**src/rtl/char_lcd_ctrl_if.sv**
```systemverilog
// Host-side port of the character LCD controller: buffer write port, refresh and
// blanking controls, plus the ready/busy status returned to the dashboard logic.
interface char_lcd_ctrl_if;
    logic       wr_en;
    logic [1:0] wr_row;
    logic [4:0] wr_col;
    logic [7:0] wr_char;
    logic       refresh_req;
    logic       blank;
    logic       ready;
    logic       busy;

    modport master (
        output wr_en, wr_row, wr_col, wr_char, refresh_req, blank,
        input  ready, busy
    );

    modport slave (
        input  wr_en, wr_row, wr_col, wr_char, refresh_req, blank,
        output ready, busy
    );
endinterface

```
**src/rtl/char_lcd_ctrl.sv**
```systemverilog
// HD44780-compatible 8-bit character LCD controller: power-up init, shadow character
// buffer with per-row dirty tracking, and display on/off control.
module char_lcd_ctrl #(
    parameter int COLS        = 16,
    parameter int ROWS        = 2,
    parameter int CYC_POWERUP = 2_000_000,
    parameter int CYC_CMD     = 20_000,
    parameter int CYC_CLR     = 100_000,
    parameter int E_SETUP     = 5_000,
    parameter int E_HIGH      = 10_000
) (
    input  logic           clk,
    input  logic           rst,
    char_lcd_ctrl_if.slave host,
    output logic           lcd_rs,
    output logic           lcd_rw,
    output logic           lcd_e,
    output logic [7:0]     lcd_data
);
    localparam int NCHR = ROWS * COLS;
    localparam int AW   = $clog2(NCHR);

    typedef enum logic [2:0] {
        PWR_WAIT,
        INIT,
        IDLE,
        DISP_CTRL,
        ROW_CMD,
        ROW_WR
    } state_t;

    state_t          state, state_nx;
    logic [7:0]      buf_mem [NCHR];
    logic [ROWS-1:0] dirty, dirty_clr, dirty_set;
    logic            blank_reg, blank_nx;
    logic [31:0]     pwr_cnt, k_cnt, k_nx;
    logic            cur_clr;
    logic [3:0]      init_idx, idx_nx;
    logic [1:0]      cur_row, row_nx, low_row;
    logic [4:0]      cur_col, col_nx;
    logic            busy_r, ready_r;

    logic            start, start_rs, start_clr, stop, go_ready;
    logic [7:0]      start_byte;
    logic            byte_done, any_dirty, wr_ok;
    logic [AW-1:0]   wr_addr, rd_addr;

    function automatic logic [7:0] init_byte(input logic [3:0] i);
        case (i)
            4'd0, 4'd1, 4'd2: return 8'h30;
            4'd3:             return 8'h38;
            4'd4:             return 8'h08;
            4'd5:             return 8'h01;
            4'd6:             return 8'h06;
            default:          return 8'h0C;
        endcase
    endfunction

    function automatic logic [7:0] row_addr(input logic [1:0] r);
        case (r)
            2'd0:    return 8'h00;
            2'd1:    return 8'h40;
            2'd2:    return 8'(COLS);
            default: return 8'(8'h40 + COLS);
        endcase
    endfunction

    assign lcd_rw     = 1'b0;
    assign host.ready = ready_r;
    assign host.busy  = busy_r;

    assign k_nx      = k_cnt + 32'd1;
    assign byte_done = busy_r && (k_cnt == (cur_clr ? 32'(CYC_CLR - 1) : 32'(CYC_CMD - 1)));
    assign wr_ok     = host.wr_en && (int'(host.wr_row) < ROWS) && (int'(host.wr_col) < COLS);
    assign wr_addr   = AW'(int'(host.wr_row) * COLS + int'(host.wr_col));
    assign rd_addr   = AW'(int'(cur_row) * COLS + int'(cur_col));
    assign any_dirty = |dirty;
    // A write in the same cycle as a row's dirty clear must win, so set is ORed in last
    assign dirty_set = (wr_ok ? (ROWS'(1) << host.wr_row) : '0) | {ROWS{host.refresh_req}};

    always_comb begin
        low_row = '0;
        for (int r = ROWS - 1; r >= 0; r--) begin
            if (dirty[r]) low_row = 2'(r);
        end
    end

    always_comb begin
        state_nx   = state;
        start      = 1'b0;
        start_byte = 8'h00;
        start_rs   = 1'b0;
        start_clr  = 1'b0;
        stop       = 1'b0;
        go_ready   = 1'b0;
        dirty_clr  = '0;
        row_nx     = cur_row;
        col_nx     = cur_col;
        idx_nx     = init_idx;
        blank_nx   = blank_reg;
        case (state)
            PWR_WAIT: begin
                if (pwr_cnt == 32'(CYC_POWERUP)) begin
                    start      = 1'b1;
                    start_byte = init_byte(4'd0);
                    idx_nx     = 4'd1;
                    state_nx   = INIT;
                end
            end
            INIT: begin
                if (byte_done) begin
                    if (init_idx == 4'd8) begin
                        stop     = 1'b1;
                        go_ready = 1'b1;
                        state_nx = IDLE;
                    end else begin
                        start      = 1'b1;
                        start_byte = init_byte(init_idx);
                        start_clr  = (init_idx == 4'd5);
                        idx_nx     = init_idx + 4'd1;
                    end
                end
            end
            IDLE: begin
                // Blanking changes take precedence over pending row rewrites
                if (host.blank != blank_reg) begin
                    start      = 1'b1;
                    start_byte = host.blank ? 8'h08 : 8'h0C;
                    blank_nx   = host.blank;
                    state_nx   = DISP_CTRL;
                end else if (any_dirty) begin
                    start      = 1'b1;
                    start_byte = 8'h80 | row_addr(low_row);
                    row_nx     = low_row;
                    col_nx     = '0;
                    dirty_clr  = ROWS'(1) << low_row;
                    state_nx   = ROW_CMD;
                end
            end
            DISP_CTRL: begin
                if (byte_done) begin
                    stop     = 1'b1;
                    state_nx = IDLE;
                end
            end
            ROW_CMD, ROW_WR: begin
                if (byte_done) begin
                    if (state == ROW_WR && cur_col == 5'(COLS)) begin
                        stop     = 1'b1;
                        state_nx = IDLE;
                    end else begin
                        start      = 1'b1;
                        start_rs   = 1'b1;
                        start_byte = buf_mem[rd_addr];
                        col_nx     = cur_col + 5'd1;
                        state_nx   = ROW_WR;
                    end
                end
            end
            default: state_nx = PWR_WAIT;
        endcase
    end

    always_ff @(posedge clk) begin
        if (rst) begin
            state     <= PWR_WAIT;
            pwr_cnt   <= '0;
            k_cnt     <= '0;
            cur_clr   <= 1'b0;
            init_idx  <= '0;
            cur_row   <= '0;
            cur_col   <= '0;
            busy_r    <= 1'b0;
            ready_r   <= 1'b0;
            blank_reg <= 1'b0;
            lcd_rs    <= 1'b0;
            lcd_e     <= 1'b0;
            lcd_data  <= 8'h00;
        end else begin
            state     <= state_nx;
            init_idx  <= idx_nx;
            cur_row   <= row_nx;
            cur_col   <= col_nx;
            blank_reg <= blank_nx;
            if (state == PWR_WAIT) pwr_cnt <= pwr_cnt + 32'd1;
            if (go_ready) ready_r <= 1'b1;
            // E strobe is registered from the next k so it rises exactly at k = E_SETUP
            if (start) begin
                busy_r   <= 1'b1;
                k_cnt    <= '0;
                cur_clr  <= start_clr;
                lcd_rs   <= start_rs;
                lcd_data <= start_byte;
                lcd_e    <= (E_SETUP == 0);
            end else if (stop) begin
                busy_r <= 1'b0;
                k_cnt  <= '0;
                lcd_e  <= 1'b0;
            end else if (busy_r) begin
                k_cnt <= k_nx;
                lcd_e <= (k_nx >= 32'(E_SETUP)) && (k_nx < 32'(E_SETUP + E_HIGH));
            end
        end
    end

    always_ff @(posedge clk) begin
        if (rst) begin
            dirty <= '1;
            for (int i = 0; i < NCHR; i++) buf_mem[i] <= 8'h20;
        end else begin
            dirty <= (dirty & ~dirty_clr) | dirty_set;
            if (wr_ok) buf_mem[wr_addr] <= host.wr_char;
        end
    end
endmodule

```
**src/flat_wrapper.sv**
```systemverilog
// flat-port wrapper written by rule: the top's interface ports become plain ports
module char_lcd_ctrl_flat 
#(
    parameter int COLS        = 16,
    parameter int ROWS        = 2,
    parameter int CYC_POWERUP = 2_000_000,
    parameter int CYC_CMD     = 20_000,
    parameter int CYC_CLR     = 100_000,
    parameter int E_SETUP     = 5_000,
    parameter int E_HIGH      = 10_000
)
  (clk, rst, lcd_rs, lcd_rw, lcd_e, lcd_data, host_wr_en, host_wr_row, host_wr_col, host_wr_char, host_refresh_req, host_blank, host_ready, host_busy);
  char_lcd_ctrl_if host_i ();
  input  logic clk;
  input  logic rst;
  output logic lcd_rs;
  output logic lcd_rw;
  output logic lcd_e;
  output logic [7:0] lcd_data;
  input wire logic [$bits(host_i.wr_en)-1:0] host_wr_en;
  input wire logic [$bits(host_i.wr_row)-1:0] host_wr_row;
  input wire logic [$bits(host_i.wr_col)-1:0] host_wr_col;
  input wire logic [$bits(host_i.wr_char)-1:0] host_wr_char;
  input wire logic [$bits(host_i.refresh_req)-1:0] host_refresh_req;
  input wire logic [$bits(host_i.blank)-1:0] host_blank;
  output wire logic [$bits(host_i.ready)-1:0] host_ready;
  output wire logic [$bits(host_i.busy)-1:0] host_busy;
  assign host_i.wr_en = host_wr_en;
  assign host_i.wr_row = host_wr_row;
  assign host_i.wr_col = host_wr_col;
  assign host_i.wr_char = host_wr_char;
  assign host_i.refresh_req = host_refresh_req;
  assign host_i.blank = host_blank;
  assign host_ready = host_i.ready;
  assign host_busy = host_i.busy;
  char_lcd_ctrl #(.COLS(COLS), .ROWS(ROWS), .CYC_POWERUP(CYC_POWERUP), .CYC_CMD(CYC_CMD), .CYC_CLR(CYC_CLR), .E_SETUP(E_SETUP), .E_HIGH(E_HIGH)) u_core (.clk(clk), .rst(rst), .host(host_i), .lcd_rs(lcd_rs), .lcd_rw(lcd_rw), .lcd_e(lcd_e), .lcd_data(lcd_data));
endmodule
```
**config.mk**
```make
export PLATFORM = sky130hd
export DESIGN_NAME = char_lcd_ctrl_flat
export DESIGN_NICKNAME = d
export VERILOG_FILES = /design/src/rtl/char_lcd_ctrl_if.sv /design/src/rtl/char_lcd_ctrl.sv /design/src/flat_wrapper.sv
export SDC_FILE = /design/constraint.sdc
export NUM_CORES = 1
export LEC_CHECK = 0
export BUFFER_PORTS_ARGS = -buffer_cell sky130_fd_sc_hd__buf_2
export CORE_MARGIN = 3
export CORE_UTILIZATION = 35
export CTS_CLUSTER_SIZE = 24
export DETAILED_ROUTE_END_ITERATION = 16
export PLACE_DENSITY = 0.47
export SYNTH_ARGS = -nofsm -noshare
export SYNTH_HDL_FRONTEND = slang
export SYNTH_SLANG_ARGS = --single-unit
```
**constraint.sdc**
```tcl
create_clock -name clk -period 7.95 [get_ports clk]
set_clock_uncertainty 0.1 [all_clocks]
set_input_delay 0.3975 -clock clk [delete_from_list [all_inputs] [get_ports clk]]
set_output_delay 0.3975 -clock clk [all_outputs]
set_load 0.02 [all_outputs]
```
== Word-level counts from Yosys, hierarchy flattened ==
Memory sizes are Yosys's and may differ from the RTL's.
Index checks and enable logic that the tools add are counted.

* Register bits: 93
* Bits in writable memories: 256
* Input port bits: 20
* Word-level logic and storage cells: 146
* Memories: 1

* Add/sub/neg operators: 6
* $lt $le $gt $ge: 4
* Eq/ne operators: 28
* Shift-type cells: 2
* Muxes and demuxes: 65
* Bitwise operators: 5
* Reductions and logical operators: 21

{| class="wikitable"
|+ Memories
! memory !! words !! width !! read ports !! clocked after Yosys merged registers in !! wr ports !! RTL line !! text
|-
| u_core.buf_mem || 32 || 8 || 1 || 0 || 32 || char_lcd_ctrl.sv:33 || <nowiki>logic [7:0] buf_mem [NCHR];</nowiki>
|}

{| class="wikitable"
|+ Operators with widths
! operator !! number
|-
| $add 32x1->32 const B || 2
|-
| $mux 8 || 7
|-
| $eq 32x21->1 const B || 1
|-
| $eq 32x32->1 || 1
|-
| $ge 32x13->1 const B || 1
|-
| $lt 32x14->1 const B || 1
|-
| $pmux 8 s4 || 1
|-
| $pmux 6 s5 || 1
|-
| $mux 1 || 27
|-
| $mux 3 || 9
|-
| $mux 5 || 5
|-
| $pmux 7 s3 || 1
|-
| $mux 17 || 1
|-
| $pmux 3 s5 || 1
|-
| $eq 4x3->1 const B || 3
|-
| $mux 4 || 3
|-
| $ne 2x1->1 const B || 6
|-
| $add 5x5->5 || 2
|-
| $pmux 5 s2 || 1
|-
| $eq 4x2->1 const B || 2
|-
| $mux 2 || 4
|-
| $pmux 4 s2 || 1
|-
| $reduce_or 8->1 || 1
|-
| $eq 3x2->1 const B || 2
|-
| 35 further kinds || 47
|}

== Logic depth before layout (Yosys ltp) ==
* Depth in word-level cells: 9
* Depth in mapped cells: 12
* Mapped depth without buffers: 10

== Least setup slack after synthesis ==
OpenSTA, ideal clock, no wires.

* Path type: input to register
* Start: in host_wr_row[1]
* End: mem u_core.buf_mem[0][0], enable pin
* Arrival: 2.247 ns
* Data required time: 7.466 ns
* Path slack: 5.219 ns
* Stages on the path: 5
* Cell sequence: or3b_2 or4_1 clkbuf_1 clkbuf_1 o21ai_0

{| class="wikitable"
|+ RTL lines
! element !! RTL line !! text
|-
| start, declared || flat_wrapper.sv:21 || <nowiki>input wire logic [$bits(host_i.wr_row)-1:0] host_wr_row;</nowiki>
|-
| end, declared || char_lcd_ctrl.sv:33 ||
|}

== Worst setup path after layout ==
* Start: reg u_core.cur_col[0]
* End: reg u_core.lcd_data[2]

* Word-level cells in the longest chain between the ends: 5
* Elaborated cells between the ends (all ways): 10

{| class="wikitable"
|+ Ends and longest elaborated chain
! element !! RTL line !! text
|-
| start, declared || char_lcd_ctrl.sv:40 || <nowiki>logic [4:0] cur_col, col_nx;</nowiki>
|-
| start signal, assigned || char_lcd_ctrl.sv:183 || <nowiki>cur_col <= col_nx;</nowiki>
|-
| $add 5x5->5 / $eq 5x5->1 (equally long branches) || char_lcd_ctrl.sv:76, char_lcd_ctrl.sv:148 ||
|-
| $mem_v2 32x8 / $logic_and 1x1->1 (equally long branches) || - ||
|-
| $mux 8 / $mux 1 (equally long branches) || char_lcd_ctrl.sv:148 || <nowiki>if (state == ROW_WR && cur_col == 5'(COLS)) begin</nowiki>
|-
| $mux 8 / $mux 1 (equally long branches) || char_lcd_ctrl.sv:147 || <nowiki>if (byte_done) begin</nowiki>
|-
| $pmux 8 s4 / $pmux 1 s4 (equally long branches) || char_lcd_ctrl.sv:101 || <nowiki>case (state)</nowiki>
|-
| end signal, assigned || char_lcd_ctrl.sv:193 || <nowiki>lcd_data <= start_byte;</nowiki>
|-
| end, declared || char_lcd_ctrl.sv:18 || <nowiki>output logic [7:0] lcd_data</nowiki>
|}

Several ways; a longest one is shown, not always the timed one.
A chain may end at the register's enable or synchronous reset.

==> metrics.log <==
[metrics] status: finished, final reports clean
[metrics] drt first-iter violations: 895
[metrics] routed via count: 10,910
[metrics] sum of net half-perimeters after detailed placement: 30,000 um
[metrics] met2 wire len: 20,770 um
[metrics] number of standard cells in the layout, taps in and fillers out: 2,045
[metrics] post-CTS clock slew at the launch and capture registers of the worst setup and hold paths: 60 ps
[metrics] LEAKAGE: 6.251 nW
[metrics] share of flip-flops with an asynchronous set or reset after synthesis: 0%
[metrics] setup-violating endpoint count in the final report: 0
[metrics] overall power after layout: 4.255 mW
[metrics] WL per Instance: 22.67 um
[metrics] boundary pin count: 33
[metrics] instance area at placement: 0.01765 mm2
[metrics] critical path launch point type: flop
[metrics] antenna cells: 0
[metrics] actual transition at the worst max-transition pin: 1245 ps
[metrics] residual overflow from global routing: 0
[metrics] Routability Congestion: 0.7999
[metrics] final hold violations: 0
[metrics] area taken by multi-input logic gates: 0.007043 mm2
[metrics] critical path data arrival time: 3780 ps
[metrics] RSZ-0062 raised after global routing: false
[metrics] Non-Filler Cell Area, Final: 0.01906 mm2
[metrics] Top Metal Used: met5
[metrics] number of warning messages in the yosys log: 0
[metrics] fraction of layout cells with a size suffix above 1: 15.03%
[metrics] Seq. cell area: 0.009554 mm2
[metrics] critical path type: reg -> reg
[metrics] count of unique library cells instantiated by Yosys: 66
[metrics] largest family of logic cells by synthesized area: simple AND/OR/NAND/NOR gates
[metrics] clk_lat worst skew: 570 ps
[metrics] average via count per standard cell: 5.334
[metrics] flip-flop count of the largest register, all copies and words added: 256
[metrics] overall routed net length: 46,370 um
[metrics] area of the die: 0.05154 mm2
[metrics] DIE HEIGHT: 227.0 um
[metrics] routed wl met3: 2306 um
[metrics] Peak Freq: 288.6 MHz
[metrics] number of port buffers: 31
[metrics] register area share after synthesis: 55.85%
[metrics] relative slew slack: 16.10%
[metrics] Post-route DRC: 0
[metrics] largest fanout on the critical path: 37
[metrics] Pwr Density: 223.3 mW/mm2
[metrics] maxcap violations: 0
[metrics] Synth Net Count: 1,448
[metrics] #FFs+latches synth: 349
[metrics] Die W: 227.0 um
[metrics] buffers inserted by post-CTS timing repair: 0
[metrics] xor/xnor cell area share of the yosys netlist: 3.637%
[metrics] Synth Area in Compound Gates: 4.764%
[metrics] met1 routed wirelength after detailed routing: 22,480 um
[metrics] clock tree from TritonCTS: done
[metrics] fin nets: 1,429
[metrics] number of buffers created by CTS: 41
[metrics] initial antenna violation count: 1
[metrics] data required time at the worst endpoint: 8270 ps
[metrics] global-route wire length before repair: 69,760 um
[metrics] cell chosen for the clock root: sky130_fd_sc_hd__clkbuf_16
[metrics] placed instance count: 1,970
[metrics] basic-gate share of the synthesized area counting and, or, nand and nor cells: 20.80%
[metrics] area delta synth->final: 11.47%
[metrics] number of global-route vias before repair: 10,640
[metrics] Post-Syn Instances: 1,418
[metrics] hold crit path type: in -> reg
[metrics] number of nets still failing antenna checks after routing: 0
[metrics] number of fill cells in the layout: 4,598
[metrics] standard-cell row count: 80
[metrics] largest reg by FF count: u_core.buf_mem
[metrics] global router's overall resource usage: 18.27%
[metrics] maximum number of pins on one net before global-route repair: 69
[metrics] portion of netlist area occupied by mux cells: 11.24%
[metrics] clk sinks: 349
[metrics] Top Registers: u_core.buf_mem: 256 flops, u_core.k_cnt: 32 flops, u_core.pwr_cnt: 32 flops
[metrics] Final period util: 43.59%
[metrics] Bufs on Longest Clock Path: 3
[metrics] summed negative setup slack over all endpoints: 0 ps
[metrics] fin crit period: 3465 ps
[metrics] placeable core area: 0.04805 mm2
[metrics] average size of a mapped cell: 12.06 um2
[metrics] fraction of the mapped netlist area in adder cells: 0.7318%
[metrics] maximum VDD drop: 0.1240 mV
[metrics] htree depth: 2
[metrics] number of enable-type register cells in the synthesized netlist: 256
[metrics] dominant synthesized flop cell: sky130_fd_sc_hd__edfxtp_1
[metrics] Mapped Area: 0.01710 mm2
[metrics] number of gates resized after CTS: 0
[metrics] element type at the critical path end: flop
[metrics] number of slew-limit violations in the final report: 0
[metrics] initial cell density of the core: 35.59%
[metrics] TritonRoute pass-1 iters: 5
repair_timing:
item	in CTS	in global routing
endpoints found under the hold margin	1	0
hold buffers	1	0
endpoints found under the setup margin	0	0
layout make-up:
class | instances | share of cell area [%]
clock buffers | 49 | 5.758
clock inverters | 25 | 1.582
inverters | 14 | 0.2757
multi-input cells | 951 | 36.96
flip-flops and latches | 349 | 50.13
well taps | 615 | 4.038
repair buffers | 42 | 1.261
placed cells by master (no fill, tap or decap), types with 10 or more instances in the layout:
master                        n
sky130_fd_sc_hd__edfxtp_1   256
sky130_fd_sc_hd__and2_1     231
sky130_fd_sc_hd__nor2_1     132
sky130_fd_sc_hd__dfxtp_1     91
sky130_fd_sc_hd__mux4_2      80
sky130_fd_sc_hd__nand2_1     75
sky130_fd_sc_hd__o21ai_0     54
sky130_fd_sc_hd__or3_1       51
sky130_fd_sc_hd__xor2_1      45
sky130_fd_sc_hd__a21oi_1     42
sky130_fd_sc_hd__clkbuf_16   42
sky130_fd_sc_hd__nand3_1     31
sky130_fd_sc_hd__buf_2       31
sky130_fd_sc_hd__xnor2_1     26
sky130_fd_sc_hd__nand4_1     25
sky130_fd_sc_hd__nor3_1      18
sky130_fd_sc_hd__inv_1       13
sky130_fd_sc_hd__and3_1      12
sky130_fd_sc_hd__nor4_1      10
sky130_fd_sc_hd__ha_1        10
sky130_fd_sc_hd__clkinv_2    10
sky130_fd_sc_hd__buf_4       10
kinds of logic (layout without fill, tap and decap cells):
| logic type | count (synthesis) | after routing |
|---|---|---|
| AO/OA/AOI/OAI | 139 | 139 |
| XOR/XNOR | 71 | 71 |
| adder cells (fa/ha/maj) | 10 | 10 |
| buffers and inverters | 118 | 130 |
| flip-flops | 349 | 349 |
| multiplexers | 91 | 91 |
| other | 1 | 1 |
| AND/OR/NAND/NOR | 639 | 639 |
per-stage QoR:
stage | util [%] | hold WS, ps | worst slack [ps]
2_1_floorplan | - | 357.4 | 5219
3_3_place_gp | 36.73 | 365.1 | 4249
3_5_place_dp | 36.73 | 372.0 | 4149
4_1_cts | 39.67 | 30.81 | 4415
5_1_grt | 39.67 | 68.78 | 4242
6_report | 39.67 | 76.50 | 4485
metal layers:
layer | vias to the layer above | GRT usage, %
met3 | 47 | 2.992
met5 | - | 0
met4 | 2 | 4.474
li1 | 5127 | -
met2 | 260 | 27.72
met1 | 5472 | 27.45
worst max-delay path: stages, from the launching register on:
cell and delay (ps):
sky130_fd_sc_hd__dfxtp_4 770, sky130_fd_sc_hd__buf_4 690, sky130_fd_sc_hd__mux4_2 610, sky130_fd_sc_hd__mux4_2 490, sky130_fd_sc_hd__mux2_2 300, sky130_fd_sc_hd__a211oi_1 230
sky130_fd_sc_hd__nor3_1 70
final timing paths:
check | startpoint | end | slack, ps | cells past startpoint
setup / recovery | u_core.cur_col[0] | u_core.lcd_data[2] | 4480 | 6
hold / removal | host_refresh_req | u_core.dirty[0] | 80 | 3
setup reg to reg | u_core.cur_col[0] | u_core.lcd_data[2] | 4480 | 6
hold reg to reg | u_core.blank_reg | u_core.blank_reg | 390 | 2
cells in the mapped netlist, drive strengths merged, types with 2 or more instances:
cell type	count	area (um2)
and2b	2	15.01
o2bb2ai	2	17.52
inv	14	52.55
and2	231	1445
or3	52	330.3
a211oi	6	45.04
a21o	3	22.52
o211ai	3	22.52
nand2b	5	31.28
nand2	75	281.5
mux2	8	90.09
a32oi	2	17.52
a31oi	7	43.79
and3	12	75.07
nand3b	3	22.52
ha	10	125.1
nand4	27	181.4
mux4	80	1802
mux2i	3	30.03
a211o	2	17.52
nor4b	6	52.55
or3b	3	28.78
and4	6	52.55
dfxtp	93	1862
nor2b	7	43.79
nor4bb	4	40.04
edfxtp	256	7687
nor3	18	90.09
clkbuf	70	262.8
a21oi	43	219.0
a2bb2oi	2	17.52
o311ai	3	26.28
or4	2	15.01
nor4	12	105.1
o21ai	55	275.3
xor2	45	394.1
nor2	136	530.5
or2	4	27.53
nand3	32	165.2
xnor2	26	227.7
buf	34	190.2
o31ai	2	15.01
a22oi	2	15.01
power breakdown:
part | internal (mW) | switching (mW) | leakage (nW)
clock network | 1.19 | 0.778 | 0.691
registers | 2.03 | 0.0464 | 3.20
logic | 0.0697 | 0.146 | 2.36
total | 3.28 | 0.970 | 6.25
No activity file was read; power rests on OpenSTA's default activity.
